--- src/rtl/keypad_scan_ctrl.sv ---
// keypad_scan_ctrl: 4x4 keypad column scanner with whole-frame debounce
// and lowest-index-first press events over a valid/ready handshake.
module keypad_scan_ctrl #(
   parameter int SETTLE   = 3,
   parameter int DEBOUNCE = 2
) (
   input  logic        clk,
   input  logic        rst,
   input  logic [3:0]  row,
   output logic [3:0]  col,
   output logic [15:0] key_map,
   output logic        key_valid,
   output logic [3:0]  key_code,
   input  logic        key_ready,
   output logic        overflow
);
   localparam int SW = SETTLE > 0 ? $clog2(SETTLE + 1) : 1;
   logic [1:0]    c;
   logic [SW-1:0] s;
   logic [3:0]    stable_cnt, pick_code;
   logic [15:0]   frame, prev_frame, pending, cur_frame, new_press, held, pend_or, src, pick, pend_nxt;
   logic          sample, frame_end, commit, load, ovf_nxt;
   always_comb begin
      sample = s == SW'(SETTLE);
      frame_end = sample && c == 2'd3;
      cur_frame = frame;
      for (int r = 0; r < 4; r++)
         if (sample) cur_frame[r*4 + int'(c)] = ~row[r];
      commit = frame_end && cur_frame == prev_frame && ({1'b0, stable_cnt} + 5'd1 >= 5'(DEBOUNCE));
      // a re-press of the key still waiting in the event register is merged, not queued
      held = key_valid && !key_ready ? 16'd1 << key_code : 16'd0;
      new_press = commit ? cur_frame & ~key_map : 16'd0;
      ovf_nxt = |(new_press & (pending | held));
      pend_or = pending | (new_press & ~held);
      load = !key_valid || key_ready;
      src = key_valid ? pend_or : pending;
      pick = src & (~src + 16'd1);
      pick_code = 4'd0;
      for (int i = 15; i >= 0; i--)
         if (src[i]) pick_code = 4'(i);
      pend_nxt = load ? pend_or & ~pick : pend_or;
   end
   always_ff @(posedge clk or negedge rst)
      if (!rst) begin
         c <= 2'd0;
         s <= '0;
         col <= 4'b1110;
         frame <= '0;
         prev_frame <= '0;
         key_map <= '0;
         pending <= '0;
         stable_cnt <= '0;
         key_valid <= 1'b0;
         key_code <= '0;
         overflow <= 1'b0;
      end else begin
         s <= sample ? '0 : s + SW'(1);
         if (sample) begin
            c <= c + 2'd1;
            col <= ~(4'b0001 << (c + 2'd1));
         end
         frame <= cur_frame;
         if (frame_end) begin
            prev_frame <= cur_frame;
            stable_cnt <= cur_frame != prev_frame ? 4'd0 :
                          stable_cnt >= 4'(DEBOUNCE) ? stable_cnt : stable_cnt + 4'd1;
         end
         if (commit) key_map <= cur_frame;
         pending <= pend_nxt;
         overflow <= ovf_nxt;
         if (load) begin
            key_valid <= |src;
            if (|src) key_code <= pick_code;
         end
      end
endmodule

--- config.mk ---
export PLATFORM = sky130hd
export DESIGN_NAME = keypad_scan_ctrl
export DESIGN_NICKNAME = d
export VERILOG_FILES = /design/src/rtl/keypad_scan_ctrl.sv
export SDC_FILE = /design/constraint.sdc
export NUM_CORES = 1
export LEC_CHECK = 0
export ABC_AREA = 1
export CAP_MARGIN = 20
export CORE_ASPECT_RATIO = 0.6
export CORE_MARGIN = 2
export CORE_UTILIZATION = 64
export CTS_BUF_LIST = sky130_fd_sc_hd__clkbuf_16
export DETAILED_ROUTE_END_ITERATION = 8
export PLACE_DENSITY = 0.86
export SLEW_MARGIN = 10
export SYNTH_ARGS = -nofsm -noshare
export SYNTH_HDL_FRONTEND = slang
export SYNTH_SLANG_ARGS = --single-unit
--- constraint.sdc ---
create_clock -name clk -period 9 [get_ports clk]
set_clock_uncertainty 0.05 [all_clocks]
set_input_delay 0.9 -clock clk [delete_from_list [all_inputs] [get_ports clk]]
set_output_delay 0.9 -clock clk [all_outputs]
set_load 0.01 [all_outputs]
==> impl_metrics.tcl <==
set metrics [dict create \
    status "completed" \
    grt_pass1_wl_um 19700 \
    post_cts_buffers 0 \
    ys_seq_area_share_pct 44.7 \
    pwr-share-seq_pct 41.8 \
    pwr-share-comb_pct 26.8 \
    cts_buffer_depth 2 \
    port_buffers 32 \
    antenna_found_initial 0 \
    cap_viol_max_count 0 \
    wirelength_um 12000 \
    syn_nets 637 \
    relSlewSlack_pct 47.0 \
    required_ns 9.22 \
    area_growth_pct 14.0 \
    hold_viol_final 0 \
    critPathCaptureType "flip-flop" \
    path_clk_slew_ns 0.06 \
    yosysUniqueCellTypes 38 \
    coreArea_um2 6820 \
    dr.pass1.iters 8 \
    die_w_um 113 \
    fin_ws_ns 4.36 \
    p_leak_uw 0.00268 \
    rows 23 \
    grt_pass1_vias 3984 \
    htreeDepth 3 \
    clock_power_share_pct 31.5 \
    p_switching_uw 358 \
    start_util_pct 67.5 \
    p_per_area_nw_per_um2 195 \
    final_nets 670 \
    hp-class "reg -> reg" \
    synth_area_leaders "dfrtp_1, nand2_1, inv_1, nand3_1, o21ai_0" \
    post_cts_resized 0 \
    grt_usage_pct 32.4 \
    dp_hpwl_um 8840 \
    die_y_um 69.7 \
    multiInputGateArea_um2 2060 \
    cts_hold_buf 0 \
    seq_area_um2 2060 \
    syn_inst 621 \
    ir_drop_mv 0.150 \
    path_max_fanout 44 \
    fill_cells 488 \
    ys_ff_latch 82 \
    critPathLaunchType "flip-flop" \
    drc_errors 0 \
    max_freq_mhz 215 \
    yosysWarnings 0 \
    drtIter0Drc 556 \
    setup_tns_ns 0 \
    vias 4296 \
    pin_count 33 \
    grt_overflow_total 0 \
    slew_viol_final 0 \
    period_needed_ns 4.64 \
    syn_area_um2 4600 \
    critPathArrivalTime_ns 4.86 \
    gp_congestion 0.974 \
    worstSkewPairLatency_ns 0.35 \
    numClockSinks 82 \
    crit_type "reg -> reg" \
    swShare_pct 35.0 \
    synth_top_cell_by_area "dfrtp_1" \
    dpl_worst_slack_ns 4.35 \
    ant_nets 0 \
    n_antenna_cell 0 \
    cts_buffers 9 \
    drt-vias-per-instance 5.76 \
    finalCritPeriodShare_pct 51.6 \
    synth_top_cell_area_share_pct 43.0 \
    internal-power_uw 665 \
    syn_area_per_cell_um2 7.41 \
    clock-root-buffer "clkbuf_16" \
    cts_tree "built" \
    grt_max_degree 83 \
    drive_above_1_share_pct 6.37 \
    setup_viol 0 \
    worstMarginPinSlew_ns 0.794 \
    die-area_um2 7900 \
    rsz0062_at_grt "no" \
    wire_per_inst_um 16.1 \
]
==> Yosys cell counts, drive strengths merged <==
library cell / number
buf: 6
inv: 110
dfrtp: 79
dfstp: 3
nor3: 14
xor2: 3
a21oi: 12
a21boi: 3
o22ai: 5
a211oi: 4
nand2: 159
nand3b: 2
nor2: 58
o21ai: 54
o21bai: 9
nand3: 68
a41oi: 3
a31o: 1
o31a: 4
clkbuf: 6
a31oi: 2
o21a: 2
ha: 9
nand4: 3
o41ai: 2
==> area by class of cell <==
class | count | share of cell area (%)
Clock buffer | 9 | 4.29
Clock inverter | 7 | 0.501
Inverter | 110 | 7.87
Multi-Input combinational cell | 417 | 39.3
Sequential cell | 82 | 39.2
Tap cell | 87 | 2.08
Timing Repair Buffer | 34 | 6.73
==> through the flow <==
stage	cell area (um^2)	std cells	utilization (%)	total power, uW	hold slack (ns)
final	5240	746	76.9	1020	0.376
after global routing	5240	746	76.9	1070	0.417
after CTS	5220	745	76.5	1010	0.380
after detailed placement	4960	729	72.8	694	0.371
after global placement	4960	729	72.8	689	0.363
after floorplan	4600	621	-	607	0.353
==> cell usage in the layout (no fill, tap or decap), types with 3 or more instances in the layout <==
master and n:
clkbuf_16 9, a21oi_1 10, nand2_1 153, inv_1 106
o22ai_1 5, nand2_2 6, xor2_1 3, a41oi_1 3
dfrtp_1 79, a211oi_1 4, nor3_1 13, nand3_1 67
o21ai_0 48, clkdlybuf4s50_1 31, inv_2 10, o31a_1 4
ha_1 9, dfstp_2 3, o21bai_1 8, nand4_1 3
nor2_1 54, a21boi_0 3, o21ai_1 5
==> power by group through the flow <==
stage	Sequential (uW)	Clock [uW]	Combinational (uW)
4_1_cts	425	323	265
3_3_place_gp	430	0	259
6_report	427	322	274
2_1_floorplan	427	0	180
5_1_grt	429	339	306
3_5_place_dp	431	0	263
==> cell families (layout without fill, tap and decap cells) <==
family                     after synthesis  count (layout)  share of synthesized area (%)
AOI/OAI and AO/OA                      101             101                           13.5
DFF                                     82              82                           44.7
buffers and inverters                  122             160                           10.5
and+or+nand+nor                        304             304                           28.3
adders and majority gates                9               9                           2.45
xor gates and xnor gates                 3               3                          0.571
==> worst max-delay path, cell delays in order (launching register included) <==
cell      delay [ns]
dfrtp_1         0.35
ha_1            0.14
buf_4           0.34
nand2_2         0.21
inv_1           0.59
o21ai_0         0.43
nor2_4          0.73
nand3_1         0.31
o21bai_1        0.30
o21ai_0         0.26
nand2_1         0.16
a31oi_1         0.07
o21ai_0         0.36
a21oi_1         0.12
o22ai_1         0.13
==> state kept, by name (all words and copies together) (netlist names) <==
register and cells:
c 2, col 4, frame 16, key_code 4, key_map 16, key_valid 1, overflow 1, pending 16
prev_frame 16, s 2, stable_cnt 4
==> final timing paths <==
check / startpoint / end / slack, ns / cells after the start
min in group asynchronous: rst / prev_frame[2]$_DFFE_PN0P_ / 0.45 / 1
max reg2reg: s[0]$_DFF_PN0_ / key_code[1]$_DFFE_PN0P_ / 4.36 / 14
max in group asynchronous: rst / col[1]$_DFFE_PN1N_ / 7.80 / 2
max: s[0]$_DFF_PN0_ / key_code[1]$_DFFE_PN0P_ / 4.36 / 14
min reg2reg: s[0]$_DFF_PN0_ / s[0]$_DFF_PN0_ / 0.38 / 1
min: s[0]$_DFF_PN0_ / s[0]$_DFF_PN0_ / 0.38 / 1
==> per-layer routing <==
metal  track usage (%)  vias up  routed length (um)
met4              8.27        0                 153
li1                  -     2051                   -
met2              43.6      223                4900
met3              13.1       21                1520
met5              5.33        -                   0
met1              47.9     2001                5430
(Power assumes the default switching activity.)
==> edit 1, RTL diff (same flow settings) <==
Change the parameter `SETTLE` from 3 to 2.
--- a/src/rtl/keypad_scan_ctrl.sv
+++ b/src/rtl/keypad_scan_ctrl.sv
@@ -3,3 +3,3 @@
 module keypad_scan_ctrl #(
-   parameter int SETTLE   = 3,
+   parameter int SETTLE   = 2,
    parameter int DEBOUNCE = 2
Behaviour: not the same (a bounded check fails within 4 cycles, from zero or initial values and one cycle with rst low).
==> edit 1 against the original RTL <==
Wire length rose by 20%; synthesized cell count grew 9.2%; critical path depth grew 1; final area rose by 6.2%; sequential cell count did not move; power grew 5.1%; fmax up 1.1%; synthesized area rose by 6.1%; setup slack better by 52 ps; largest power group unchanged; largest cell class unchanged.
==> edit 1: results <==
export IMPL_yosys_cell_types_count=42
export IMPL_ys_top_cells_by_area="dfrtp_1 41%, nand2_1 15%, inv_1 8.0%, nand3_1 5.8%, o21ai_0 5.3%"
export IMPL_fill_cells=569
export IMPL_multiInputGateArea_um2=2330
export IMPL_synth_fa_ha_area_share_pct=2.05
export IMPL_ctsResizeCount=0
export IMPL_synthArstFlopShare_pct=100
export IMPL_rrSetupSlack_ps=4410
export IMPL_startpoint="s[1]"
export IMPL_postPlaceCellArea_um2=5250
export IMPL_vdd_drop_max_uv=196
export IMPL_grt_pass1_vias=4335
export IMPL_final_instance_count_excl_fill=819
export IMPL_dr_pass1_iters=6
export IMPL_pre_cts_slack_ps=4680
export IMPL_globalplace_congestion=0.975
export IMPL_worstHoldPathType="primary input to asynchronous set/reset pin"
export IMPL_path_max_fanout=27
export IMPL_placed_cells_incl_taps=802
export IMPL_crit_slowest_cell="dfrtp_1"
export IMPL_port_buffers=32
export IMPL_arrival_ps=4770
export IMPL_syn_nets=693
export IMPL_place_hpwl_um=10600
export IMPL_slowest_delay_ps=770
export IMPL_vias=4831
export IMPL_drtIter0Drc=671
export IMPL_p_sw_w=0.000381
export IMPL_max_freq_ghz=0.218
export IMPL_ys_seq_area_share_pct=42.1
export IMPL_cts_buffer_depth=2
export IMPL_drive_gt1_share_pct=6.43
export IMPL_finalWirelength_um=14400
export IMPL_clk_power_w=0.000368
export IMPL_rr_worst_depth=15
export IMPL_synth_common_cells="199 x nand2_1, 104 x inv_1, 79 x dfrtp_1"
export IMPL_max_slew_margin_pct=45.0
export IMPL_syn_avg_cell_area_um2=7.20
export IMPL_grt_usage_pct=36.1
export IMPL_p_leak_nw=2.97
export IMPL_synth_compound_area_share_pct=11.9
export IMPL_finalPower_w=0.00108
export IMPL_timing_hold_ws_ps=457
export IMPL_nNetsFinal=725
export IMPL_synth_xor_area_share_pct=0.359
export IMPL_status="complete, no violations"
export IMPL_grt_pass1_wl_um=22400
[edit 1: cell types whose count changed after synthesis, moves of 5 or more]
cell     before  now
nand2_1     153  199
inv_2        10    5
nand4_1       3   13
nand3_1      67   57
[edit 1: final cells by class]
| type | instances | area share, % |
|---|---|---|
| multi-input combinational | 473 | 41.8 |
| tap | 104 | 2.34 |
| clock buffer | 9 | 4.05 |
| inverter | 110 | 7.42 |
| clock inverter | 7 | 1.24 |
| timing repair buffer | 34 | 6.20 |
| sequential | 82 | 36.9 |
[edit 1: per-layer routing]
layer	track usage [%]	up-vias	share of wire, %
met3	11.6	27	14
li1	-	2251	-
met2	49.3	311	40
met1	55.7	2242	45
met5	0	-	0
met4	8.76	0	1.7
[edit 1: critical path, delay by kind of cell (launching register included)]
kind                   cells  cell delay (ps)
and+or+nand+nor            8             2380
DFF                        1              770
buffers and inverters      2              260
AOI/OAI and AO/OA          5              990
==> edit 2, RTL diff (same flow settings) <==
Made on the original files. Register the output `overflow` once more, without a reset; this adds one clock of latency there. The other outputs are not delayed to match.
--- a/src/rtl/keypad_scan_ctrl.sv
+++ b/src/rtl/keypad_scan_ctrl.sv
@@ -17,2 +17,4 @@
    localparam int SW = SETTLE > 0 ? $clog2(SETTLE + 1) : 1;
+
+   logic overflow_s0;
    logic [1:0]    c;
@@ -54,3 +56,3 @@
          key_code <= '0;
-         overflow <= 1'b0;
+         overflow_s0 <= 1'b0;
       end else begin
@@ -69,3 +71,3 @@
          pending <= pend_nxt;
-         overflow <= ovf_nxt;
+         overflow_s0 <= ovf_nxt;
          if (load) begin
@@ -75,2 +77,6 @@
       end
+   always_ff @(posedge clk) begin
+      overflow <= overflow_s0;
+   end
+
 endmodule
Check against the original RTL: same outputs for any inputs over 10 cycles, from zero or initial values and one cycle with rst low; that may be too few to reach the edited logic, so the function may still have changed.
==> edit 2 against the original RTL <==
Synthesized area grew 0.44%; final area rose by 2.0%; sequential share of layout area shrank 0.38 points; first-iteration DRC count rose by 26%; power is 10% higher; fmax shrank 2.3%; non-clock buffer count unchanged; wire length up 7.1%; setup slack got worse by 110 ps; hold slack worse by 79 ps; sequential cell count grew 1; largest cell class is now sequential cells; largest power group unchanged.
==> edit 2: results <==
export IMPL_worst_pin_slew_ps=799
export IMPL_syn_avg_cell_area_um2=7.43
export IMPL_comb_power_w=0.000280
export IMPL_clkPwrFrac_pct=37.1
export IMPL_buf_share_pct=6.60
export IMPL_dr_pass1_iters=6
export IMPL_hold_end="overflow"
export IMPL_seq_cell_share_pct=38.8
export IMPL_arrival_ps=4990
export IMPL_ys_seq_area_share_pct=44.9
export IMPL_placed_cells_incl_taps=730
export IMPL_grt_pass1_vias=4100
export IMPL_grt_usage_pct=33.5
export IMPL_power_density_nw_per_um2=211
export IMPL_fill_cells=480
export IMPL_clock_area_share_pct=6.25
export IMPL_syn_inst=622
export IMPL_vdd_drop_max_uv=140
export IMPL_drtIter0Drc=699
export IMPL_timing_hold_ws_ps=297
export IMPL_globalplace_congestion=1.01
export IMPL_min_delay_start="overflow_s0"
export IMPL_synth_compound_area_share_pct=13.4
export IMPL_syn_nets=638
export IMPL_numSequentialCells=83
export IMPL_p_leak_nw=2.71
export IMPL_rr_worst_depth=20
export IMPL_status="complete, no violations"
export IMPL_grt_pass1_wl_um=20300
export IMPL_hold_path_depth=0
export IMPL_vias=4437
export IMPL_clk_power_w=0.000419
export IMPL_drive_gt1_share_pct=7.27
[edit 2: worst max-delay path by stage]
stage,end,slack [ps],cells after the start
floorplan,pending[11],5960,23
global placement,key_code[0],4410,24
detailed placement,key_code[0],4330,24
CTS,key_code[0],4400,20
global route,key_code[0],3790,20
finish,key_code[0],4250,20
[edit 2: worst max-delay path, cell delays in order, from the launching register on]
cell,delay [ps]
dfrtp_1,350
ha_1,150
buf_4,350
nand2_2,220
inv_1,590
o21ai_0,420
nor2_4,730
nand3_1,390
o21ai_1,230
inv_1,90
a21oi_1,170
inv_1,80
nand2_1,100
nor2_2,80
nand2_2,120
nor2_4,80
a21oi_4,220
inv_2,70
nor2_1,80
nand2_1,60
nand2_1,40
[edit 2: layer usage]
metal | global-route usage, % | up-vias | part of all wire [%]
met5 | 0 | - | 0
met4 | 6.10 | 0 | 1.3
li1 | - | 2060 | -
met2 | 50.2 | 268 | 44
met1 | 46.8 | 2085 | 42
met3 | 13.5 | 24 | 13
